`src/rtl/fetch_unit.sv`:
```
// Instruction fetch/decode stage feeding the nRisc controller: owns the PC,
// reads a synchronous instruction memory and presents one decoded instruction per issue window.
module fetch_unit #(
   parameter int              PC_W     = 8,
   parameter logic [PC_W-1:0] RESET_PC = '0
) (
   input  logic            clock,
   input  logic            reset_n,
   output logic [PC_W-1:0] imem_addr,
   input  logic [8:0]      imem_rdata,
   input  logic            stall,
   input  logic            jump,
   input  logic [PC_W-1:0] jump_target,
   output logic [2:0]      instruction,
   output logic [2:0]      reg_alpha,
   output logic [2:0]      reg_beta,
   output logic [7:0]      data,
   output logic            issue_valid
);

   localparam logic [2:0]      OP_LI  = 3'b011;
   localparam logic [PC_W-1:0] PC_ONE = PC_W'(1);

   typedef enum logic [2:0] {
      FETCH,
      DECODE,
      IMM_WAIT,
      IMM_CAP,
      ISSUE
   } state_t;

   state_t          state;
   state_t          next_state;
   logic [PC_W-1:0] pc;

   assign imem_addr = pc;

   always_ff @(posedge clock or negedge reset_n) begin
      if (!reset_n) begin
         state <= FETCH;
      end else begin
         state <= next_state;
      end
   end

   always_comb begin
      next_state = state;
      case (state)
         FETCH:    next_state = DECODE;
         DECODE:   next_state = (imem_rdata[8:6] == OP_LI) ? IMM_WAIT : ISSUE;
         IMM_WAIT: next_state = IMM_CAP;
         IMM_CAP:  next_state = ISSUE;
         ISSUE:    next_state = stall ? ISSUE : FETCH;
         default:  next_state = FETCH;
      endcase
   end

   always_comb begin
      issue_valid = (state == ISSUE);
   end

   // The LI immediate lives in the word after the opcode, so the PC is advanced
   // in DECODE to point the memory at it; the ISSUE increment then skips past it.
   always_ff @(posedge clock or negedge reset_n) begin
      if (!reset_n) begin
         pc          <= RESET_PC;
         instruction <= '0;
         reg_alpha   <= '0;
         reg_beta    <= '0;
         data        <= '0;
      end else begin
         case (state)
            DECODE: begin
               instruction <= imem_rdata[8:6];
               reg_alpha   <= imem_rdata[5:3];
               reg_beta    <= imem_rdata[2:0];
               if (imem_rdata[8:6] == OP_LI) begin
                  pc <= pc + PC_ONE;
               end else begin
                  data <= '0;
               end
            end
            IMM_CAP: begin
               data <= imem_rdata[7:0];
            end
            ISSUE: begin
               if (!stall) begin
                  pc <= jump ? jump_target : pc + PC_ONE;
               end
            end
            default: begin
            end
         endcase
      end
   end

endmodule

```
`config.mk`:
```
export PLATFORM = sky130hd
export DESIGN_NAME = fetch_unit
export DESIGN_NICKNAME = d
export VERILOG_FILES = /design/src/rtl/fetch_unit.sv
export SDC_FILE = /design/constraint.sdc
export NUM_CORES = 1
export LEC_CHECK = 0
export CORE_MARGIN = 2
export CORE_UTILIZATION = 30
export CTS_BUF_LIST = sky130_fd_sc_hd__clkbuf_8
export DETAILED_ROUTE_END_ITERATION = 10
export GPL_TIMING_DRIVEN = 0
export PLACE_DENSITY_LB_ADDON = 0.15
export SETUP_SLACK_MARGIN = 0.15
export SYNTH_ARGS = -nofsm -noshare
export SYNTH_HDL_FRONTEND = slang
export SYNTH_SLANG_ARGS = --single-unit
```
`constraint.sdc`:
```
create_clock -name clock -period 4.35 [get_ports clock]
set_clock_uncertainty 0.05 [all_clocks]
set_input_delay 0.435 -clock clock [delete_from_list [all_inputs] [get_ports clock]]
set_output_delay 0.435 -clock clock [all_outputs]
set_load 0.01 [all_outputs]
```
==> impl_metrics.json, run 1 <==
{
  "status": "finished clean",
  "post_cts_buffers": 0,
  "hold_path.class": "in -> async",
  "maxSlewHeadroom": 0.515,
  "grt_pass1_vias": 1126,
  "fin_nets": 180,
  "timing.rr.end": "imem_addr[7]",
  "die_h_microns": 69.4,
  "die_w_microns": 69.4,
  "vias": 1048,
  "dr.first_iter.drc_count": 54,
  "final_common_cell": "clkdlybuf4s50_1",
  "ys_warn_count": 0,
  "die_area_sq_mm": 0.00482,
  "yosysSeqAreaShare": 0.545,
  "finalHoldViolations": 0,
  "final_layout_size_suffix_gt1_frac": 0.146,
  "post-route-min-period_ns": 2.32,
  "drc": 0,
  "ys_seq_elements": 28,
  "tns_ns": 0,
  "syn_to_final_growth_pct": 44.6,
  "holdBufCountCts": 0,
  "cts_tree": "yes",
  "antenna_cells": 0,
  "avgRoutedWirePerCell_microns": 14.7,
  "place_congestion": 0.743,
  "initial_core_util": 0.317,
  "cts_buffers": 3,
  "num-fill-cells": 388,
  "synth_edf_count": 0,
  "syn_nets": 129,
  "num_rows": 23,
  "final_cell_mix": "clkdlybuf4s50_1, dfrtp_1, a22o_1",
  "io_pins": 47,
  "htree_levels": 1,
  "synthArstFlopShare": 1.00,
  "end_kind": "output pin",
  "grt_use_total": 0.132,
  "pwr_density_cell_mw_per_mm2": 654,
  "peakVddDrop_mv": 0.253,
  "first_pass_iters": 4,
  "clockBufferDepth": 2,
  "synth_cells": 107,
  "viasPerCell": 5.06,
  "cts-root-buf": "clkbuf_8",
  "utilization": 0.458,
  "r2r-start": "state[1]",
  "worstSkewPairLatency_ns": 0.27,
  "hpwl_microns": 2160,
  "clock.fmax_mhz": 430,
  "antenna_found_initial": 0,
  "synth_area_sq_mm": 0.00128,
  "rrSetupSlack_ns": 2.57,
  "drt_wl_total_microns": 3040,
  "grt_max_degree": 29,
  "p_total_w": 0.00121,
  "syn_avg_cell_area_sq_um": 12.0,
  "fin_crit_sh": 0.534,
  "grt_pass1_wl_microns": 5260,
  "total_leakage_power_nw": 0.782,
  "worst_pin_slew_ns": 0.723,
  "ant_nets": 0,
  "grt_overflow": 0,
  "required_ns": 3.87,
  "netlist-cell-type-count": 31,
  "maxCapViolCount": 0,
  "critical_path_class": "reg -> out",
  "rsz0062_at_grt": "no",
  "maxSlewViolCount": 0,
  "rr_worst_depth": 5,
  "cts_resized": 0,
  "io_buffers": 46,
  "synthFlopType": "dfrtp_1",
  "path_max_fanout": 8,
  "path_clk_slew_ns": 0.09,
  "worst_setup_path_start_kind": "flop",
  "core_area_sq_mm": 0.00406,
  "setup_viol": 0,
  "clkSinkCount": 28,
  "arrival_ns": 1.84
}
## power by group
part,leakage (nW),internal [W],switching (W)
combinational,0.406,0.000349,0.000246
sequential,0.347,0.000368,0.0000920
clock,0.0288,0.0000810,0.0000783
total,0.782,0.000798,0.000417
## final cells by class
class / instances / area [sq um] / area share
Multi-Input combinational cell: 74 / 551 / 0.296
Tap cell: 50 / 62.6 / 0.0337
Clock buffer: 4 / 55.1 / 0.0296
Buffer: 4 / 30.0 / 0.0162
Inverter: 1 / 3.75 / 0.00202
Sequential cell: 28 / 701 / 0.377
Timing Repair Buffer: 46 / 455 / 0.245
## per-layer routing
layer  wire, microns  track usage  part of all wire  vias up
met5               0            0                 0        -
met4              33       0.0349             0.011        0
met3             206       0.0436             0.068        4
met2            1400        0.208              0.46       35
met1            1400        0.175              0.46      513
li1                -            -                 -      496
## worst max-delay path by stage
| stage | startpoint | end | slack [ns] |
|---|---|---|---|
| after floorplan | state[1] | imem_addr[7] | 2.68 |
| after global placement | imem_rdata[7] | data[0] | 2.26 |
| after detailed placement | imem_rdata[7] | data[2] | 2.21 |
| after CTS | state[1] | issue_valid | 1.99 |
| after global routing | state[1] | issue_valid | 1.91 |
| final | state[1] | issue_valid | 2.03 |
## Yosys cell counts, types with 2 or more instances
master	count	share of area
nor2_1	5	0.015
o21ai_1	2	0.0078
nand3_1	5	0.019
and3_1	4	0.019
or3b_2	2	0.014
nand2b_1	3	0.015
a22o_1	10	0.068
nand2_1	6	0.018
mux2_2	9	0.079
dfrtp_1	28	0.55
o21ai_0	4	0.016
buf_6	2	0.018
a21oi_1	8	0.031
clkbuf_1	2	0.0058
## registers in the layout, indices dropped and copies added (netlist names)
register	cells
instruction	3
state	3
data	8
imem_addr	8
reg_alpha	3
reg_beta	3
## worst max-delay path, stage by stage (launching register included)
cell and delay [ns]:
dfrtp_1 0.46, nor3b_1 0.48, clkdlybuf4s50_1 0.64
## per-stage QoR
stage                     instances  hold slack (ns)  area (sq um)  setup WS (ns)
final                           207            0.119          1860           2.03
after global routing            207            0.167          1860           1.91
after CTS                       207            0.465          1860           1.99
after detailed placement        203            0.432          1810           2.21
after global placement          203            0.432          1810           2.26
after floorplan                 107           0.0894          1280           2.68
## cell families after synthesis
logic type                 Yosys count  share of synthesized area
buffers and inverters                5                     0.0263
DFF                                 28                      0.545
adders and majority gates            1                    0.00974
AOI/OAI and AO/OA                   32                      0.194
and+or+nand+nor                     32                      0.146
muxes                                9                     0.0789
No activity file was read; power rests on OpenSTA's default activity.
==> run 2, diff against run 1 <==
==> constraint.sdc (replaced) <==
create_clock -name clock -period 2.3 [get_ports clock]
set_clock_uncertainty 0.05 [all_clocks]
set_input_delay 0.23 -clock clock [delete_from_list [all_inputs] [get_ports clock]]
set_output_delay 0.23 -clock clock [all_outputs]
set_load 0.01 [all_outputs]
==> impl_metrics.json, run 2 (synthesized netlist as in run 1, its figures left out) <==
{
  "die_area_sq_mm": 0.00482,
  "maxSlewHeadroom": 0.514,
  "num_rows": 23,
  "pre_cts_slack_ns": 0.361,
  "setup_viol": 0,
  "place_congestion": 0.743,
  "syn_to_final_growth_pct": 45.8,
  "rsz0062_at_grt": "no",
  "post_cts_buffers": 0,
  "antenna_found_initial": 0,
  "required_ns": 2.02,
  "pwr-share-clk": 0.131,
  "status": "finished clean",
  "swShare": 0.343,
  "final_cell_mix": "clkdlybuf4s50_1, dfrtp_1, a22o_1",
  "drc": 0,
  "p_switching_w": 0.000790,
  "pwr_density_cell_mw_per_mm2": 1230,
  "io_buffers": 46,
  "rr_worst_depth": 5,
  "hpwl_microns": 2160,
  "cts_buffers": 3,
  "end_kind": "output pin",
  "maxSlewViolCount": 0,
  "regArea_sq_um": 701,
  "fin_area_sq_mm": 0.00187,
  "clockBufferDepth": 2,
  "utilization": 0.462,
  "dpl-instance-area_sq_mm": 0.00181,
  "grt_overflow": 0,
  "critical_path_class": "reg -> out",
  "worstSkewPairLatency_ns": 0.27,
  "internal_power_w": 0.00151,
  "first_pass_iters": 4,
  "clkSinkCount": 28,
  "drt_wl_total_microns": 3050,
  "dr.first_iter.drc_count": 50,
  "antenna_cells": 0,
  "num-fill-cells": 384,
  "path_cells": "nor3b_2 -> clkdlybuf4s50_1",
  "crit_slowest_cell": "clkdlybuf4s50_1",
  "p_seq_frac": 0.378,
  "die_h_microns": 69.4,
  "arrival_ns": 1.67,
  "initial_core_util": 0.317,
  "final_common_cell": "clkdlybuf4s50_1",
  "fin_crit_sh": 0.848,
  "final_layout_size_suffix_gt1_frac": 0.152,
  "grt_pass1_vias": 1128,
  "post-route-min-period_ns": 1.95,
  "p_comb_frac": 0.491,
  "tns_ns": 0,
  "die_w_microns": 69.4,
  "total_leakage_power_nw": 0.789,
  "cts_tree": "yes",
  "peakVddDrop_mv": 0.478,
  "grt_max_degree": 29,
  "grt_use_total": 0.132,
  "grt_pass1_wl_microns": 5270,
  "core_area_sq_mm": 0.00406,
  "path_max_fanout": 8,
  "fin_nets": 181,
  "ant_nets": 0,
  "htree_levels": 1,
  "io_pins": 47,
  "maxCapViolCount": 0,
  "path_clk_slew_ns": 0.09,
  "clock.fmax_mhz": 513,
  "avgRoutedWirePerCell_microns": 14.6,
  "viasPerCell": 5.08,
  "cts-root-buf": "clkbuf_8",
  "finalHoldViolations": 0,
  "worst_pin_slew_ns": 0.724,
  "vias": 1057,
  "worst_setup_path_start_kind": "flop",
  "hold_path.class": "in -> async",
  "multi_input_area_sq_um": 556,
  "slowest_delay_ns": 0.60,
  "fin_ws_ns": 0.349
}
## run 2: cell types whose count changed in the layout (fill, tap and decap cells not counted)
cell,delta
dlygate4sd3_1,+1
nor3b_1,-1
nor3b_2,+1
## run 2: through the flow
step | cells | power (W) | hold slack, ns
after floorplan | 107 | 0.00146 | -0.116
after global placement | 203 | 0.00199 | 0.432
after detailed placement | 203 | 0.00202 | 0.432
after CTS | 207 | 0.00234 | 0.463
after global routing | 208 | 0.00248 | 0.483
final | 208 | 0.00230 | 0.456
## run 2: cell type report
class | instances | share of cell area
flip-flops and latches | 28 | 0.374
plain buffers | 4 | 0.0160
repair buffers | 47 | 0.248
multi-input cells | 74 | 0.297
well taps | 50 | 0.0334
inverters | 1 | 0.00200
clock buffers | 4 | 0.0294
## run 2: worst paths after layout
check                               start        endpoint  slack [ns]
max in group asynchronous         reset_n         data[7]        1.33
max reg2reg                      state[1]    imem_addr[7]        0.50
min in group clock         instruction[2]  instruction[2]        0.46
min reg2reg                instruction[2]  instruction[2]        0.46
min                               reset_n    imem_addr[7]        0.46
max                              state[1]     issue_valid        0.35
## run 2: metal layers
layer  global-route usage  wire length (microns)
met2                0.208                   1400
met4               0.0349                     33
met5                    0                      0
met3               0.0436                    217
met1                0.175                   1400
## run 2: power groups by stage
stage	combinational [W]	clock, W	sequential (W)
CTS	0.00115	0.000315	0.000872
global route	0.00124	0.000331	0.000909
floorplan	0.000528	0	0.000932
finish	0.00113	0.000301	0.000871
detailed placement	0.00114	0	0.000878
global placement	0.00113	0	0.000865
## run 2: repair_timing
action / in CTS / in global routing
hold buffers: 0 / 1
resized for setup: 1 / 0
hold endpoints to repair: 0 / 28
setup endpoints to repair: 1 / 0
## run 2: worst max-delay path: cells and delay by family, from the launching register on
family	cells	cell delay, ns
flops	1	0.46
simple gates	1	0.33
buf+inv	1	0.60
==> run 3, diff against run 2 <==
==> constraint.sdc (replaced) <==
create_clock -name clock -period 1.8 [get_ports clock]
set_clock_uncertainty 0.05 [all_clocks]
set_input_delay 0.18 -clock clock [delete_from_list [all_inputs] [get_ports clock]]
set_output_delay 0.18 -clock clock [all_outputs]
set_load 0.01 [all_outputs]
==> impl_metrics.json, run 3 (synthesized netlist as in run 1, its figures left out) <==
{
  "final_cell_mix": "clkdlybuf4s50_1, dfrtp_1, a22o_1",
  "num_rows": 23,
  "pwr_density_cell_mw_per_mm2": 1570,
  "fin_nets": 191,
  "io_buffers": 46,
  "viasPerCell": 5.10,
  "worst_pin_slew_ns": 0.710,
  "hold_path.class": "in -> async",
  "r2r-start": "state[1]",
  "post-route-min-period_ns": 1.66,
  "antenna_found_initial": 0,
  "grt_overflow": 0,
  "peakVddDrop_mv": 0.717,
  "avgRoutedWirePerCell_microns": 15.6,
  "first_pass_iters": 4,
  "drt_wl_total_microns": 3390,
  "cts_buffers": 3,
  "drc": 0,
  "total_leakage_power_nw": 0.840,
  "regArea_sq_um": 703,
  "clkSinkCount": 28,
  "die_h_microns": 69.4,
  "die_w_microns": 69.4,
  "tns_ns": 0,
  "dr.first_iter.drc_count": 96,
  "maxSlewHeadroom": 0.524,
  "worst_setup_path_start_kind": "flop",
  "path_clk_slew_ns": 0.09,
  "path_buf_inv": 2,
  "num-fill-cells": 359,
  "clock.fmax_mhz": 601,
  "path_cells": "or3b_1 -> buf_6 -> o2bb2ai_4 -> buf_6 -> and3_4 -> a211oi_2",
  "initial_core_util": 0.317,
  "antenna_cells": 0,
  "post-place-cells": 203,
  "vias": 1106,
  "maxCapViolCount": 0,
  "die_area_sq_mm": 0.00482,
  "grt_pass1_vias": 1114,
  "cts_tree": "yes",
  "rrSetupSlack_ns": 0.14,
  "worstSkewPairLatency_ns": 0.27,
  "finalHoldViolations": 0,
  "syn_to_final_growth_pct": 55.0,
  "clockBufferDepth": 2,
  "grt_max_degree": 29,
  "core_area_sq_mm": 0.00406,
  "slowest_delay_ns": 0.43,
  "final_layout_size_suffix_gt1_frac": 0.257,
  "place_congestion": 0.757,
  "hpwl_microns": 2240,
  "grt_use_total": 0.137,
  "rr_worst_depth": 6,
  "status": "finished clean",
  "critical_path_class": "reg -> reg",
  "fin_crit_sh": 0.924,
  "cts-root-buf": "clkbuf_8",
  "crit_slowest_cell": "dfrtp_2",
  "maxSlewViolCount": 0,
  "arrival_ns": 1.77,
  "critPathTopFamily": "simple AND/OR/NAND/NOR gates",
  "setup_viol": 0,
  "io_pins": 47,
  "multi_input_area_sq_um": 594,
  "final_cells": 217,
  "final_common_cell": "clkdlybuf4s50_1",
  "path_max_fanout": 5,
  "rsz0062_at_grt": "yes",
  "end_kind": "flop",
  "ant_nets": 0,
  "htree_levels": 1,
  "required_ns": 1.90,
  "crit_top_cell": "buf_6",
  "timing.rr.end": "imem_addr[0]",
  "grt_pass1_wl_microns": 5420
}
[run 3: layout make-up]
class                      count  area share
clock buffer                   3      0.0207
timing repair buffer          57       0.279
tap                           50      0.0314
inverter                       1     0.00188
buffer                         4      0.0157
multi-input combinational     74       0.298
sequential                    28       0.353
[run 3: metal layers]
metal  vias to the layer above  part of all wire  global-route usage
li1                        517                 -                   -
met1                       541              0.46               0.185
met2                        44              0.46               0.224
met3                         4             0.063              0.0320
met4                         0             0.012              0.0327
met5                         -                 0                   0
[run 3: stage by stage]
| stage | instance area [sq um] | hold slack (ns) | utilization | total power (W) | setup slack (ns) |
|---|---|---|---|---|---|
| floorplan | 1290 | -0.166 | - | 0.00187 | 0.176 |
| finish | 1990 | 0.408 | 0.491 | 0.00314 | 0.137 |
| CTS | 1930 | 0.415 | 0.475 | 0.00305 | 0.139 |
| detailed placement | 1810 | 0.436 | 0.447 | 0.00260 | -0.0603 |
| global route | 1990 | 0.439 | 0.491 | 0.00334 | 0.0873 |
| global placement | 1810 | 0.434 | 0.447 | 0.00256 | -0.0432 |
[run 3: timing repair]
action / 4_1_cts / 5_1_grt
endpoints found under the setup margin: 9 / 17
hold buffers: 0 / 1
endpoints found under the hold margin: 0 / 28
cloned: 0 / 0
setup buffers: 7 / 3
pin swaps: 2 / 3
resized for setup: 4 / 13
[run 3: where the power goes]
part	switching, W	internal (W)	total [W]
registers	0.000214	0.000892	0.00111
logic	0.000702	0.000996	0.00170
clock network	0.000181	0.000150	0.000331
[run 3: worst max path at each step]
stage              endpoint  cells after the start  slack [ns]           from
2_1_floorplan  imem_addr[7]                      5        0.18       state[1]
3_3_place_gp        data[3]                      4       -0.04  imem_rdata[7]
3_5_place_dp        data[5]                      4       -0.06  imem_rdata[7]
4_1_cts        imem_addr[5]                      4        0.14       state[0]
5_1_grt        imem_addr[7]                      6        0.09       state[1]
6_report       imem_addr[0]                      6        0.14       state[1]
